**src/rtl/sh_mem_bank_arbiter_pkg.sv**
```systemverilog
// Shared definitions for the per-bank shared-memory arbiter.
// Request codes, the core-id width helper and the read tag record.
// No logic. Everything here is constants and types.
package sh_mem_bank_arbiter_pkg;

  localparam logic [1:0] REQ_IDLE = 2'b00;
  localparam logic [1:0] REQ_RD   = 2'b01;
  localparam logic [1:0] REQ_WR   = 2'b10;
  localparam logic [1:0] REQ_ILL  = 2'b11;

  // Tags carry a fixed-width id, so NUM_CORES must not exceed 2**TAG_ID_W.
  localparam int TAG_ID_W = 8;

  // Returns the bits needed to hold a core id. Never returns less than 1.
  function automatic int id_width(input int n);
    int w;
    w = 1;
    for (int i = 1; i < 31; i++) begin
      if ((1 << i) < n) w = i + 1;
    end
    return w;
  endfunction

  typedef struct packed {
    logic                valid;
    logic [TAG_ID_W-1:0] id;
  } tag_t;

endpackage

```
**src/rtl/sh_mem_bank_arbiter_rr_pick.sv**
```systemverilog
// Round-robin pick: the first set bit of elig, starting at start and wrapping at N.
// Latency: combinational, 0 cycles.
// Backpressure: none. The caller masks ineligible requesters through elig.
module sh_mem_bank_arbiter_rr_pick #(
  parameter int N    = 4,
  parameter int ID_W = 2
) (
  input  logic [N-1:0]    elig,
  input  logic [ID_W-1:0] start,
  output logic            found,
  output logic [ID_W-1:0] winner
);

  int              idx;
  logic [ID_W-1:0] idx_l;

  // Walk the N candidates from start. Wrap explicitly so N need not be a power of two.
  always_comb begin
    found  = 1'b0;
    winner = '0;
    idx    = 0;
    idx_l  = '0;
    for (int k = 0; k < N; k++) begin
      idx = int'(start) + k;
      if (idx >= N) idx = idx - N;
      idx_l = idx[ID_W-1:0];
      if (!found && elig[idx_l]) begin
        found  = 1'b1;
        winner = idx_l;
      end
    end
  end

endmodule

```
**src/rtl/sh_mem_bank_arbiter.sv**
```systemverilog
// Per-bank arbiter: a round-robin grant of one core per cycle onto a single bank port.
// Latency: the write ack and the bank strobes are in the grant cycle. Read data returns RD_LAT cycles later.
// Backpressure: a core that is not granted holds its req. A read in flight masks its core until it returns.
module sh_mem_bank_arbiter
  import sh_mem_bank_arbiter_pkg::*;
#(
  parameter int NUM_CORES = 4,
  parameter int ADDR_W    = 8,
  parameter int DATA_W    = 16,
  parameter int RD_LAT    = 1
) (
  input  logic                        clk,
  input  logic                        reset,
  input  logic [2*NUM_CORES-1:0]      req,
  input  logic [ADDR_W*NUM_CORES-1:0] addr_in,
  input  logic [DATA_W*NUM_CORES-1:0] wr_data_in,
  output logic [NUM_CORES-1:0]        ready,
  output logic [DATA_W-1:0]           rd_data,
  output logic                        err,
  output logic [ADDR_W-1:0]           bank_addr,
  output logic [DATA_W-1:0]           bank_wr_data,
  output logic                        bank_rd_en,
  output logic                        bank_wr_en,
  input  logic [DATA_W-1:0]           bank_rd_data
);

  localparam int ID_W = id_width(NUM_CORES);

  logic [ID_W-1:0]      last_grant;
  logic [ID_W-1:0]      start_idx;
  logic [ID_W-1:0]      win_id;
  logic                 found;
  logic [NUM_CORES-1:0] pending;
  logic [NUM_CORES-1:0] pending_nxt;
  logic [NUM_CORES-1:0] elig;
  logic                 any_ill;
  logic [1:0]           code;
  logic [1:0]           win_code;
  logic [ADDR_W-1:0]    win_addr;
  logic [DATA_W-1:0]    win_wdat;
  logic                 grant_rd;
  logic                 grant_wr;
  logic                 ret_vld;
  tag_t                 tag_q [RD_LAT];

  // A core is eligible when it has a legal request and no read outstanding. Code 11 is flagged.
  always_comb begin
    elig    = '0;
    any_ill = 1'b0;
    code    = REQ_IDLE;
    for (int i = 0; i < NUM_CORES; i++) begin
      code    = req[2*i +: 2];
      elig[i] = ((code == REQ_RD) || (code == REQ_WR)) && !pending[i] && !reset;
      if (code == REQ_ILL) any_ill = 1'b1;
    end
  end

  assign start_idx = (last_grant == ID_W'(NUM_CORES - 1)) ? '0 : last_grant + 1'b1;

  sh_mem_bank_arbiter_rr_pick #(
    .N    (NUM_CORES),
    .ID_W (ID_W)
  ) u_rr_pick (
    .elig   (elig),
    .start  (start_idx),
    .found  (found),
    .winner (win_id)
  );

  // Select the winner's request code, address and write data.
  always_comb begin
    win_code = REQ_IDLE;
    win_addr = '0;
    win_wdat = '0;
    for (int i = 0; i < NUM_CORES; i++) begin
      if (found && (win_id == ID_W'(i))) begin
        win_code = req[2*i +: 2];
        win_addr = addr_in[ADDR_W*i +: ADDR_W];
        win_wdat = wr_data_in[DATA_W*i +: DATA_W];
      end
    end
  end

  assign grant_rd     = found && (win_code == REQ_RD);
  assign grant_wr     = found && (win_code == REQ_WR);
  assign bank_rd_en   = grant_rd;
  assign bank_wr_en   = grant_wr;
  assign bank_addr    = win_addr;
  assign bank_wr_data = win_wdat;

  // During reset the returning tag is ignored, so reads in flight are dropped.
  assign ret_vld = tag_q[RD_LAT-1].valid && !reset;
  assign rd_data = ret_vld ? bank_rd_data : '0;

  // Completion strobes: the write ack to the winner and the read return to the tagged core.
  // The two strobes can fire in the same cycle, but only for different cores.
  always_comb begin
    ready       = '0;
    pending_nxt = pending;
    for (int i = 0; i < NUM_CORES; i++) begin
      if (grant_wr && (win_id == ID_W'(i))) ready[i] = 1'b1;
      if (ret_vld && (tag_q[RD_LAT-1].id == TAG_ID_W'(i))) begin
        ready[i]       = 1'b1;
        pending_nxt[i] = 1'b0;
      end
      if (grant_rd && (win_id == ID_W'(i))) pending_nxt[i] = 1'b1;
    end
  end

  // Arbitration pointer, outstanding-read mask, read tag pipeline and sticky error flag.
  always_ff @(posedge clk) begin
    if (reset) begin
      last_grant <= ID_W'(NUM_CORES - 1);
      pending    <= '0;
      err        <= 1'b0;
      for (int i = 0; i < RD_LAT; i++) tag_q[i] <= '0;
    end else begin
      if (found) last_grant <= win_id;
      if (any_ill) err <= 1'b1;
      pending        <= pending_nxt;
      tag_q[0].valid <= grant_rd;
      tag_q[0].id    <= TAG_ID_W'(win_id);
      for (int i = 1; i < RD_LAT; i++) tag_q[i] <= tag_q[i-1];
    end
  end

endmodule

```
**config.mk**
```make
export PLATFORM = sky130hd
export DESIGN_NAME = sh_mem_bank_arbiter
export DESIGN_NICKNAME = d
export VERILOG_FILES = /design/src/rtl/sh_mem_bank_arbiter_pkg.sv /design/src/rtl/sh_mem_bank_arbiter_rr_pick.sv /design/src/rtl/sh_mem_bank_arbiter.sv
export SDC_FILE = /design/constraint.sdc
export NUM_CORES = 1
export LEC_CHECK = 0
export BUFFER_PORTS_ARGS = -buffer_cell sky130_fd_sc_hd__buf_4
export CORE_ASPECT_RATIO = 0.8
export CORE_MARGIN = 1
export CORE_UTILIZATION = 38
export DETAILED_ROUTE_END_ITERATION = 7
export GPL_ROUTABILITY_DRIVEN = 0
export HOLD_SLACK_MARGIN = 0.15
export PLACE_DENSITY = 0.86
export SYNTH_ARGS = -nofsm -noshare
export SYNTH_HDL_FRONTEND = slang
export SYNTH_HIERARCHICAL = 1
export SYNTH_SLANG_ARGS = --single-unit
```
**constraint.sdc**
```tcl
create_clock -name clk -period 9.7 [get_ports clk]
set_input_delay 2.425 -clock clk [delete_from_list [all_inputs] [get_ports clk]]
set_output_delay 2.425 -clock clk [all_outputs]
set_load 0.005 [all_outputs]
```
Yosys cells after proc, flatten, opt, wreduce, memory -nomap -nowiden:

Memory sizes are Yosys's and may differ from the RTL's.
Index checks and enable logic that the tools add are counted.

* bits in latches: 0
* output and inout bits: 47
* memory bits (read-only): 0
* RAM bits: 3
* memories kept: 1
* bits in registers: 7

* shift operators: 0
* $add $sub $neg: 8
* $mul: 0
* multiplexer cells: 59
* divide/modulo/power cells: 0
* reduce and logical (&&, ||, !) cells: 49
* magnitude comparators: 8
* equality and inequality tests: 21
* bitwise gates (word level): 0

Memories
* tag_q: depth 1, bits a word 3, read ports 1, clocked after memory_dff 0, write ports 2, line sh_mem_bank_arbiter.sv:44 `tag_t tag_q [RD_LAT];`

Operators by type and width (number)
* 2-to-1 mux 16 bit: 5
* 2-to-1 mux 8 bit: 4
* 2-to-1 mux 1 bit: 31
* logical AND 1 bit: 30
* 2-to-1 mux 2 bit: 14
* == test 2 bit, second input constant: 12
* == test 8 x 2 -> 1 bit, second input constant: 2
* == test 2 x 1 -> 1 bit, second input constant: 6
* less-than comparator 2 x 3 -> 1 bit, second input constant: 4
* greater-or-equal comparator 3 bit, second input constant: 3
* binary-select mux 1 bit (select 2 bit): 4
* == test 8 x 1 -> 1 bit, second input constant: 1
* logical NOT 1 bit: 8
* logical NOT 8 bit: 1
* nonzero test 2 bit: 4
* subtractor 2 x 1 -> 2 bit, second input constant: 4
* adder 2 x 2 -> 3 bit, second input constant: 2
* logical OR 1 bit: 4
* adder 2 x 1 -> 3 bit, second input constant: 1
* greater-or-equal comparator 2 x 3 -> 1 bit, second input constant: 1
* 2-to-1 mux 3 bit: 1
* OR reduction 3 bit: 1
* adder 2 x 1 -> 2 bit, second input constant: 1
* logical NOT 2 bit: 1

Depth between registers and ports, before layout:

Gate-level depths: netlist of the first run.

* word-level depth: 27
* depth in mapped cells: 10
* gate-level depth less buffers: 8

Modules after synthesis:

The synthesis of the first run kept the hierarchy.

Modules (own cells, without submodules)
* sh_mem_bank_arbiter: instances 1, area each 1525.2 µm², cells an instance 152, seq. area each 200.2 µm²
* sh_mem_bank_arbiter_rr_pick: instances 1, area each 77.6 µm², cells an instance 15, seq. area each 0.0 µm²

Least setup slack after synthesis of the first run:

OpenSTA, ideal clock, no wires.

* path kind: input-to-output
* start: input port req[2]
* end: output port bank_addr[1]
* path buffers: 2
* data required time: 7.275 ns
* path slack: 2.721 ns
* arrival time: 4.554 ns
* stages on the path: 9
* cells stage by stage: ha_1 -> nor3b_1 -> inv_1 -> a221o_1 -> a21oi_1 -> buf_6 -> buf_8 -> mux4_1 -> and2_1

* longest elaborated chain between the ends: 22

Ends and longest elaborated chain
* start: declaration: line sh_mem_bank_arbiter.sv:14 `input logic [2*NUM_CORES-1:0] req,`
* == test 2 x 1 -> 1 bit / == test 2 bit (equally long branches): line sh_mem_bank_arbiter.sv:53 `elig[i] = ((code == REQ_RD) || (code == REQ_WR)) && !pending[i] && !reset;`
* logical OR 1 bit *: line sh_mem_bank_arbiter.sv:53
* logical AND 1 bit * (2 in a row): line sh_mem_bank_arbiter.sv:53
* via elig[1]: line sh_mem_bank_arbiter.sv:35 `logic [NUM_CORES-1:0] elig;`
* binary-select mux 1 bit (select 2 bit): line sh_mem_bank_arbiter_rr_pick.sv:27 `if (!found && elig[idx_l]) begin`
* 2-to-1 mux 1 bit (not written as such): line sh_mem_bank_arbiter_rr_pick.sv:27
* 2-to-1 mux 1 bit: line sh_mem_bank_arbiter_rr_pick.sv:27
* logical NOT 1 bit: line sh_mem_bank_arbiter_rr_pick.sv:27
* (+5 left out)
* logical NOT 1 bit: line sh_mem_bank_arbiter_rr_pick.sv:27
* logical AND 1 bit: line sh_mem_bank_arbiter_rr_pick.sv:27
* 2-to-1 mux 2 bit *: line sh_mem_bank_arbiter_rr_pick.sv:27
* via win_id[0]: line sh_mem_bank_arbiter.sv:31 `logic [ID_W-1:0] win_id;`
* logical NOT 2 bit: line sh_mem_bank_arbiter.sv:76 `if (found && (win_id == ID_W'(i))) begin`
* logical AND 1 bit: line sh_mem_bank_arbiter.sv:76
* 2-to-1 mux 8 bit (3 in a row): line sh_mem_bank_arbiter.sv:76
* 2-to-1 mux 8 bit *: line sh_mem_bank_arbiter.sv:76
* end: declaration: line sh_mem_bank_arbiter.sv:20 `output logic [ADDR_W-1:0] bank_addr,`

The timed path passes the listed nets; every way through them passes the cells marked *. The select of a mux whose other input is x is not followed.

Final worst setup path of the first run:

Same ends and word-level chain as after synthesis.

==> results of run 1 <==
==> cells by family after synthesis <==
kind of cell | count (synthesis) | share of synthesized area (%)
DFF | 10 | 12.5
AOI/OAI and AO/OA | 25 | 9.37
buffers and inverters | 22 | 7.65
and+or+nand+nor | 77 | 28.6
adders and majority gates | 5 | 3.90
muxes | 28 | 37.9
==> flip-flops by register name (all words and copies together) (netlist names) <==
name        flops
last_grant      2
tag_q           3
err             1
pending         4
==> how the worst max path moves through the flow <==
stage	cells past startpoint	slack [ps]	from	end
CTS	10	1660	req[2]	bank_addr[1]
floorplan	9	2720	req[2]	bank_addr[1]
global route	10	1410	req[2]	bank_addr[1]
detailed placement	10	1640	req[2]	bank_addr[1]
global placement	10	1760	req[2]	bank_addr[2]
finish	10	1630	req[2]	bank_addr[1]
==> synthesized netlist by cell type (2+ instances only) <==
cell type  number  area, um2
buf_2           2       10.0
nand2b_1        4       25.0
buf_4           3       22.5
a21oi_1        12       60.1
mux2i_1         3       30.0
and2_1         42        263
mux4_1          7        184
o21ai_0         6       30.0
nand3_1         2       10.0
mux4_2         17        383
nor3b_1         4       30.0
buf_6           2       22.5
nor2b_1         4       25.0
inv_1           8       30.0
nor2_1          5       18.8
nand4_1         2       12.5
ha_1            5       62.6
clkbuf_1        5       18.8
nand2_1         8       30.0
dfxtp_1        10        200
==> worst reg2reg max path, stage by stage, from the launching register on <==
cell and delay, ps:
dfxtp_1 310, nor3b_1 350, inv_1 120, a221o_1 410
a21oi_4 660, mux2i_1 340, nand2_1 140, a211oi_1 240
==> metrics by stage <==
stage               instance area (um2)  util [%]  total power, mW  hold WS [ps]  setup slack (ps)
floorplan                          1600         -            0.191           434              2720
global placement                   2870      73.2            0.288           468              1760
detailed placement                 2870      73.2            0.294           472              1640
CTS                                2930      74.6            0.347           477              1660
global route                       2930      74.6            0.372           500              1410
finish                             2930      74.6            0.346           483              1630
==> cell type report <==
cell class | count | share of cell area, %
Timing Repair Buffer | 170 | 43.6
Sequential cell | 10 | 6.83
Inverter | 9 | 1.15
Clock buffer | 4 | 1.88
Tap cell | 55 | 2.35
Multi-Input combinational cell | 135 | 44.2
==> power by group through the flow <==
stage	Clock (mW)	Sequential (mW)	Combinational, mW
2_1_floorplan	0	0.0490	0.142
3_3_place_gp	0	0.0501	0.238
3_5_place_dp	0	0.0503	0.243
4_1_cts	0.0532	0.0495	0.244
5_1_grt	0.0562	0.0501	0.266
6_report	0.0522	0.0496	0.244
==> metal layers <==
| layer | up-vias | track usage, % | routed length (um) |
|---|---|---|---|
| met1 | 929 | 29.7 | 2240 |
| met4 | 0 | 7.82 | 142 |
| met2 | 101 | 49.2 | 3170 |
| met3 | 14 | 9.11 | 647 |
| met5 | - | 0 | 0 |
| li1 | 945 | - | - |
==> impl_results.md, run 1 <==
- Initial antenna violation count: 0
- Slowest CP cell: a21oi_4
- DR iter-0 viols: 89
- Final Non-Filler Cells: 383
- Global-route usage over all layers: 27.0%
- Crit path top cell by count: buf_4
- Syn. warnings: 6
- Hold-critical path depth: 2
- Most frequent cells in the layout: buf_4 (170), and2_1 (42), mux4_2 (17), a21oi_1 (10), dfxtp_1 (10)
- Most common cell after layout, fill and taps aside: buf_4
- CP top delay family: compound AO/OA/AOI/OAI gates
- Area delta synth->final: 82.7%
- Hold Fails Final Rpt: 0
- Setup CP Type: in -> out
- Launching point of the worst reg2reg path: pending[1]
- CP Max Fanout: 24
- Initial Utilization: 40.8%
- Min-delay worst type: reg -> reg
- Max Root-Sink Buffers: 2
- Ports: between 150 and 200
- CP bufs+invs: 4
- Achievable Freq: 124 MHz
- Hold_sp: pending[2]
- Largest net degree at the start of global routing: 32
- Register area: 200 um2
- Yosys cell types: 36
- Global-route wire length before repair: 9030 um
- Clk_lat worst skew: 240 ps
- Flop pwr share: 14.3%
- Post-route minimum period: between 8000 and 9000 ps
- P per Cell Area: between 100 and 150 nW/um2
- Flop2flop setup slack: about 7100 ps
- Post-synthesis net count: 294
- Multi-input gate area: 1290 um2
- Final setup vio count: 0
- CP Data Arrival Time: 5650 ps
- Worst r2r dst: tag_q[0][2]
- Final period util: 83.2%
- Leak pwr: 1.41 nW
- Number of global-route vias before repair: 1918
- Port Buf Inserts: between 150 and 200
- Cell Chain, Critical Path: buf_4 -> ha_1 -> nor3b_1 -> inv_1 -> a221o_1 -> a21oi_4 -> buf_4 -> mux4_1 -> and2_1 -> buf_4
- Row cnt: 20
- Unrepaired setup endpoints after global routing: no
- Die X: between 70 and 80 um
- Status: complete, no violations
- Sw Ratio: approximately a third
- Fill count: 300
- Setup crit end kind: output port
- Combinational power share: 70.6%
- DP Wirelength: 5200 um
- CTS Buf Count: 3
- Die Area: 4480 um2
- Maximum vdd ir drop: ~0.000075 V
- Layout cells sized above 1: 59.5%
- Post-synthesis cell count: 167
- Worst-path clk slew: 50 ps
- CTS resizes: 0
- Wire length per cell: 16.2 um
- Post-synth EDFFs: 0
- Worst Setup Start Kind: primary input
- H-Tree Depth: 1
- DRC viols: 0
- Synth Flop Type: dfxtp_1
- Asr flop ratio synth: 0%
- Psw: 0.116 mW
- Placed insts: 379
- Syn avg cell area: around 9.6 um2
- Final ANT Viol Nets: 0
- Clock Tree Root: clkbuf_8
- CTS tree: done
- FF+latch count, synth: 10
- Clk pwr share: between 10% and 20%
- Setup bufs post-CTS: 0
- Internal power: around 0.23 mW
- Skew final: 0.673 ps
- Max-slew violations: 0
- Setup TNS: 0 ps
- First drt pass iteration count: 4
- Worst Hold End: pending[2]
- Worst reg2reg path depth: 7
- Crit path required time: 7280 ps
- Ant. Diodes: 0
- Via/cell ratio: 5.19
- Drt total wl: a little over 6000 um
- Nets@finish: around 460
- Worst Max-Slew Pin Slew: around 940 ps
- Worst rel slew slack: 37.5%
- GRT overflow: 0
- Register area share after synthesis: 12.5%
- Die Y: between 60 and 70 um
- Max-Cap Viols: 0
- Cell Area, Synth: 1600 um2
- Core ar.: just under 4000 um2
- CP peak stage delay: around 660 ps
- Vias: 1989
- Clock Sinks: 10
- Cts hold-fix bufs: 0
No activity file was read; power rests on OpenSTA's default activity.
==> run 2: changes to the inputs <==
--- a/config.mk
+++ b/config.mk
@@ -5,14 +5,15 @@
 export SDC_FILE = /design/constraint.sdc
 export NUM_CORES = 1
 export LEC_CHECK = 0
+export ABC_AREA = 1
 export BUFFER_PORTS_ARGS = -buffer_cell sky130_fd_sc_hd__buf_4
 export CORE_ASPECT_RATIO = 0.8
 export CORE_MARGIN = 1
-export CORE_UTILIZATION = 38
+export CORE_UTILIZATION = 34
 export DETAILED_ROUTE_END_ITERATION = 7
 export GPL_ROUTABILITY_DRIVEN = 0
 export HOLD_SLACK_MARGIN = 0.15
-export PLACE_DENSITY = 0.86
+export PLACE_DENSITY = 0.78
 export SYNTH_ARGS = -nofsm -noshare
 export SYNTH_HDL_FRONTEND = slang
 export SYNTH_HIERARCHICAL = 1
==> constraint.sdc (replaced) <==
create_clock -name clk -period 7.02 [get_ports clk]
set_input_delay 1.755 -clock clk [delete_from_list [all_inputs] [get_ports clk]]
set_output_delay 1.755 -clock clk [all_outputs]
set_load 0.005 [all_outputs]
==> impl_results.md, run 2 <==
- Syn avg cell area: 5.83 um2
- Final period util: 90.6%
- Setup TNS: 0 ps
- Clk_lat worst skew: 240 ps
- Worst Setup EP: bank_wr_data[2]
- Wire length on met2: around 3300 um
- CTS resizes: 0
- Layout cells sized above 1: 47.0%
- Final ANT Viol Nets: 0
- CP Data Arrival Time: 4610 ps
- Row cnt: 23
- Global-route wire length before repair: 10100 um
- Vias: 2576
- Clock Sinks: 10
- Register area: 200 um2
- Syn. warnings: 6
- Worst Setup Start Kind: primary input
- Met3 WL: 481 um
- Wire length per cell: 12.3 um
- Final setup vio count: 0
- Hold_sp: last_grant[1]
- Most frequent cells in the layout: buf_4 (168), nand2_1 (120), inv_1 (30), nand3_1 (26), nor2_1 (26)
- Leak pwr: 1.72 nW
- Uppermost layer routed: met4
- Crit path top cell by count: nand2_1
- Cell taking the most area after synthesis: nand2_1
- Max Root-Sink Buffers: 2
- Initial Utilization: 35.6%
- Yosys cell types: 31
- Post-synthesis cell count: 308
- Launching point of the worst reg2reg path: last_grant[0]
- Cts hold-fix bufs: 0
- Biggest register: pending
- Status: complete, no violations
- Min-delay worst type: reg -> reg
- Worst rel slew slack: 42.0%
- Setup bufs post-CTS: 0
- First drt pass iteration count: 4
- Critical Path Stages: 18
- Flop pwr share: between 4 and 5%
- DR iter-0 viols: roughly 150
- Max FFs per register: 4
- Die Area: 5570 um2
- H-Tree Depth: 1
- Unrepaired setup endpoints after global routing: no
- Achievable Freq: about 160 MHz
- Fill count: 462
- Post-synth EDFFs: 0
- Clk pwr share: around 3.6%
- P per Cell Area: 681 nW/um2
- CP bufs+invs: 6
- Top-area cell type share of the netlist area: approximately a quarter
- Multi-input gate area: 1330 um2
- Die X: between 80 and 90 um
- Most frequent cells after synthesis: nand2_1 (120), inv_1 (30), nand3_1 (26), nor2_1 (26), nand4_1 (20)
- Via/cell ratio: between 4 and 5
- DRC viols: 0
- Drt total wl: between 6000 and 7000 um
- Total power: 2.09 mW
- Register area share after synthesis: 11.2%
- Clock Tree Root: clkbuf_8
- Setup crit end kind: output port
- FF+latch count, synth: 10
- CTS tree: done
- Initial antenna violation count: 0
- Largest net degree at the start of global routing: 27
- Post-synthesis net count: 435
- Worst Max-Slew Pin Slew: a little under 900 ps
- Ports: 169
- Nets@finish: between 500 and 600
- Most common cell after layout, fill and taps aside: buf_4
- Ant. Diodes: 0
- Global-route usage over all layers: 21.7%
- CP Max Fanout: 25
- Core ar.: 5040 um2
- Worst-path clk slew: roughly 50 ps
- Crit path required time: about 5300 ps
- Combinational power share: 92.1%
- Worst reg2reg path depth: 16
- Slowest CP cell: nand3_1
- Port Buf Inserts: 168
- Count leader, synth: nand2_1
- Flop2flop setup slack: 3640 ps
- Internal power: 0.959 mW
- Skew final: 1.69 ps
- Setup CP Type: in -> out
- Maximum vdd ir drop: roughly 0.00042 V
- GRT overflow: 0
- Synth Flop Type: dfxtp_1
- Max-Cap Viols: 0
- Top Registers: pending x4, tag_q x3, last_grant x2
- Wl on met1: about 2700 um
- CP peak stage delay: 460 ps
- Leading post-synthesis cells by cell area: nand2_1 (25%), dfxtp_1 (11%), nand3_1 (7.3%)
- CTS Buf Count: 3
- CP top delay family: simple AND/OR/NAND/NOR gates
- DP Wirelength: ~5300 um
- Asr flop ratio synth: 0%
- Area delta synth->final: 70.6%
- Cell Chain, Critical Path: buf_4 -> clkinv_1 -> nand2_1 -> nor2_1 -> inv_1 -> nand2_1 -> nand3_2 -> nand2_4 -> nor2_4 -> nand4_1 -> nand3_1 -> inv_2 -> nor2_2 -> nand2_1 -> inv_2 -> a22oi_1 -> nand3_1 -> buf_4
- Sw Ratio: between 50 and 60%
- Worst r2r dst: pending[2]
- Post-route minimum period: ~6400 ps
- Critical path startpoint: reset
- Psw: 1.13 mW
- Pre-CTS setup slack: 705 ps
- Die Y: approximately 67 um
- Cell Area, Synth: 1790 um2
- Hold Fails Final Rpt: 0
- Max-slew violations: 0
- Post-layout util: between 60% and 70%
- Number of global-route vias before repair: 2348
- Setup WS post-layout: between 600 and 700 ps
[run 2: final cells by class]
| type | count | share of cell area (%) |
|---|---|---|
| clock buffer | 4 | 1.80 |
| timing repair buffer | 168 | 41.2 |
| sequential | 10 | 6.54 |
| multi-input combinational | 247 | 43.3 |
| inverter | 37 | 4.62 |
| tap | 62 | 2.53 |
[run 2: kinds of logic (layout without fill, tap and decap cells)]
kind of cell / after synthesis / count (layout) / share of synthesized area, %
and+or+nand+nor: 228 / 228 / 63.1
DFF: 10 / 10 / 11.2
buffers and inverters: 51 / 209 / 14.9
adders and majority gates: 5 / 5 / 3.49
AOI/OAI and AO/OA: 14 / 14 / 7.32
[run 2: worst min path at each step]
stage | end | slack [ps] | depth (start not counted)
after floorplan | last_grant[1] | 430 | 2
after global placement | last_grant[1] | 460 | 2
after detailed placement | last_grant[1] | 460 | 2
after CTS | last_grant[1] | 480 | 2
after global routing | last_grant[1] | 520 | 2
final | last_grant[1] | 480 | 2
[run 2: layer usage]
metal / GRT usage [%] / vias up
li1: - / 1301
met1: 25.1 / 1144
met2: 41.4 / 120
met5: 0 / -
met4: 4.96 / 0
met3: 4.46 / 11
[run 2: worst min-delay path, delay by kind of cell, from the launching register on]
| kind | cells | cell delay, ps |
|---|---|---|
| flops | 1 | 340 |
| simple gates | 2 | 120 |
[run 2: through the flow]
| step | instances | hold slack, ps | area (um2) |
|---|---|---|---|
| 3_5_place_dp | 524 | 464 | 3010 |
| 4_1_cts | 528 | 480 | 3060 |
| 2_1_floorplan | 308 | 433 | 1790 |
| 3_3_place_gp | 524 | 463 | 3010 |
| 5_1_grt | 528 | 516 | 3060 |
| 6_report | 528 | 479 | 3060 |
[run 2: power groups by stage]
stage / Clock [mW] / Sequential [mW] / Combinational [mW]
final: 0.0759 / 0.0894 / 1.92
after global routing: 0.0787 / 0.0910 / 2.12
after CTS: 0.0751 / 0.0887 / 1.92
after detailed placement: 0 / 0.0896 / 1.92
after global placement: 0 / 0.0892 / 1.90
after floorplan: 0 / 0.0859 / 1.30
==> run 3: changes to the inputs <==
--- a/config.mk
+++ b/config.mk
@@ -9,11 +9,12 @@
 export BUFFER_PORTS_ARGS = -buffer_cell sky130_fd_sc_hd__buf_4
 export CORE_ASPECT_RATIO = 0.8
 export CORE_MARGIN = 1
-export CORE_UTILIZATION = 34
+export CORE_UTILIZATION = 38
+export CTS_BUF_LIST = sky130_fd_sc_hd__clkbuf_4 sky130_fd_sc_hd__clkbuf_8
 export DETAILED_ROUTE_END_ITERATION = 7
 export GPL_ROUTABILITY_DRIVEN = 0
 export HOLD_SLACK_MARGIN = 0.15
-export PLACE_DENSITY = 0.78
+export PLACE_DENSITY = 0.83
 export SYNTH_ARGS = -nofsm -noshare
 export SYNTH_HDL_FRONTEND = slang
 export SYNTH_HIERARCHICAL = 1
==> constraint.sdc (replaced) <==
create_clock -name clk -period 7.1 [get_ports clk]
set_input_delay 1.775 -clock clk [delete_from_list [all_inputs] [get_ports clk]]
set_output_delay 1.775 -clock clk [all_outputs]
set_load 0.005 [all_outputs]
==> impl_results.md, run 3 (synthesized netlist as in run 2, its figures left out) <==
- Status: complete, no violations
- Maximum vdd ir drop: approximately 0.00037 V
- Achievable Freq: 158 MHz
- Ports: around 170
- Clock Sinks: 10
- Clock Tree Root: clkbuf_8
- Final period util: 89.0%
- CP Data Arrival Time: 4550 ps
- Slowest CP cell: nand3_1
- Worst Setup Start Kind: primary input
- Placed instance area: 3000 um2
- Top Registers: pending x4, tag_q x3, last_grant x2
- Setup CP Type: in -> out
- First drt pass iteration count: 5
- Initial antenna violation count: 0
- Worst Max-Slew Pin Slew: 885 ps
- CP Max Fanout: 26
- Largest net degree at the start of global routing: 27
- Vias: 2534
- Crit path top cell by count: nand2_1
- Cts hold-fix bufs: 0
- Via/cell ratio: 4.85
- P per Cell Area: 675 nW/um2
- Hold-critical path depth: 2
- DRC viols: 0
- Setup crit end kind: output port
- Layout cells sized above 1: 47.0%
- Launching point of the worst reg2reg path: last_grant[0]
- Crit path required time: ~5300 ps
- CTS resizes: 0
- CP peak stage delay: 440 ps
- Setup bufs post-CTS: 0
- Hold Fails Final Rpt: 0
- Unrepaired setup endpoints after global routing: no
- CTS Buf Count: 3
- Most frequent cells in the layout: buf_4 (168), nand2_1 (120), inv_1 (30), nand3_1 (26), nor2_1 (26)
- Hold slack: 475 ps
- Drt total wl: 6770 um
- Die Area: 5000 um2
- Final Non-Filler Cells: about 520
- DP Wirelength: 5470 um
- Cell Chain, Critical Path: buf_4 -> clkinv_1 -> nand2_1 -> nor2_1 -> inv_1 -> nand2_2 -> nand3_2 -> nand2_4 -> nor2_4 -> nand4_1 -> nand3_1 -> nand3_4 -> inv_4 -> nand2_1 -> nand4_4 -> nor2_4 -> nand2_1 -> nand2_1 -> buf_4
- Biggest register: pending
- Ant. Diodes: 0
- Max FFs per register: 4
- Setup TNS: 0 ps
- H-Tree Depth: 1
- Die X: 78.8 um
- Post-layout util: 70.1%
- Final ANT Viol Nets: 0
- Flop2flop setup slack: 3650 ps
- Clk_lat worst skew: about 240 ps
- Core ar.: 4360 um2
- Initial Utilization: 41.1%
- Most common cell after layout, fill and taps aside: buf_4
- Leak pwr: 1.72 nW
- CTS tree: done
- Final setup vio count: 0
- Number of global-route vias before repair: 2281
- Row cnt: 21
- Area delta synth->final: 70.3%
- Min-delay worst type: reg -> reg
- Worst-path clk slew: 50 ps
- Max-Cap Viols: 0
- Wire length per cell: 12.9 um
- Fill count: approximately 380
- GRT overflow: 0
- Die Y: 63.5 um
- Worst reg2reg path depth: 16
- Nets@finish: roughly 600
- Global-route wire length before repair: ~11000 um
- Skew final: 7.10 ps
- Global-route usage over all layers: 26.3%
- Post-route minimum period: 6320 ps
- Max Root-Sink Buffers: 2
- Worst Hold End: last_grant[1]
- Placed insts: 519
- Worst rel slew slack: 40.8%
- Hold_sp: last_grant[1]
- Worst r2r dst: pending[0]
- Finished Cell Area: 3060 um2
- Port Buf Inserts: about 170
- DR iter-0 viols: 161
- Max-slew violations: 0
==> run 3: cell type report <==
| type | instances | area [um2] | area share [%] |
|---|---|---|---|
| Inverter | 37 | 141 | 4.63 |
| Sequential cell | 10 | 200 | 6.55 |
| Timing Repair Buffer | 168 | 1260 | 41.3 |
| Clock buffer | 4 | 55.1 | 1.80 |
| Multi-Input combinational cell | 247 | 1330 | 43.4 |
| Tap cell | 57 | 71.3 | 2.33 |
==> run 3: worst max-delay path by stage <==
stage,cells past startpoint,from,to
final,19,reset,ready[1]
after global routing,19,reset,ready[1]
after CTS,19,reset,ready[1]
after detailed placement,19,reset,ready[1]
after global placement,19,reset,ready[1]
after floorplan,21,reset,ready[0]
==> run 3: critical path, delay by kind of cell <==
kind	cells	cell delay, ps
buffers and inverters	5	950
and+or+nand+nor	14	1820
==> run 3: metrics by stage <==
stage	total power [mW]	setup WS [ps]
floorplan	1.37	1640
global placement	1.96	933
detailed placement	1.99	778
CTS	2.07	766
global route	2.27	447
finish	2.06	778
==> run 3: where the power goes <==
part	total [mW]	switching (mW)	internal [mW]
clock network	0.0723	0.0235	0.0488
registers	0.0870	0.0107	0.0763
logic	1.90	1.08	0.823
total	2.06	1.11	0.948
==> run 3: metal layers <==
metal | routed length [um] | global-route usage [%]
met3 | 567 | 4.93
met2 | 3310 | 46.8
met4 | 117 | 7.05
met5 | 0 | 0
met1 | 2770 | 32.2
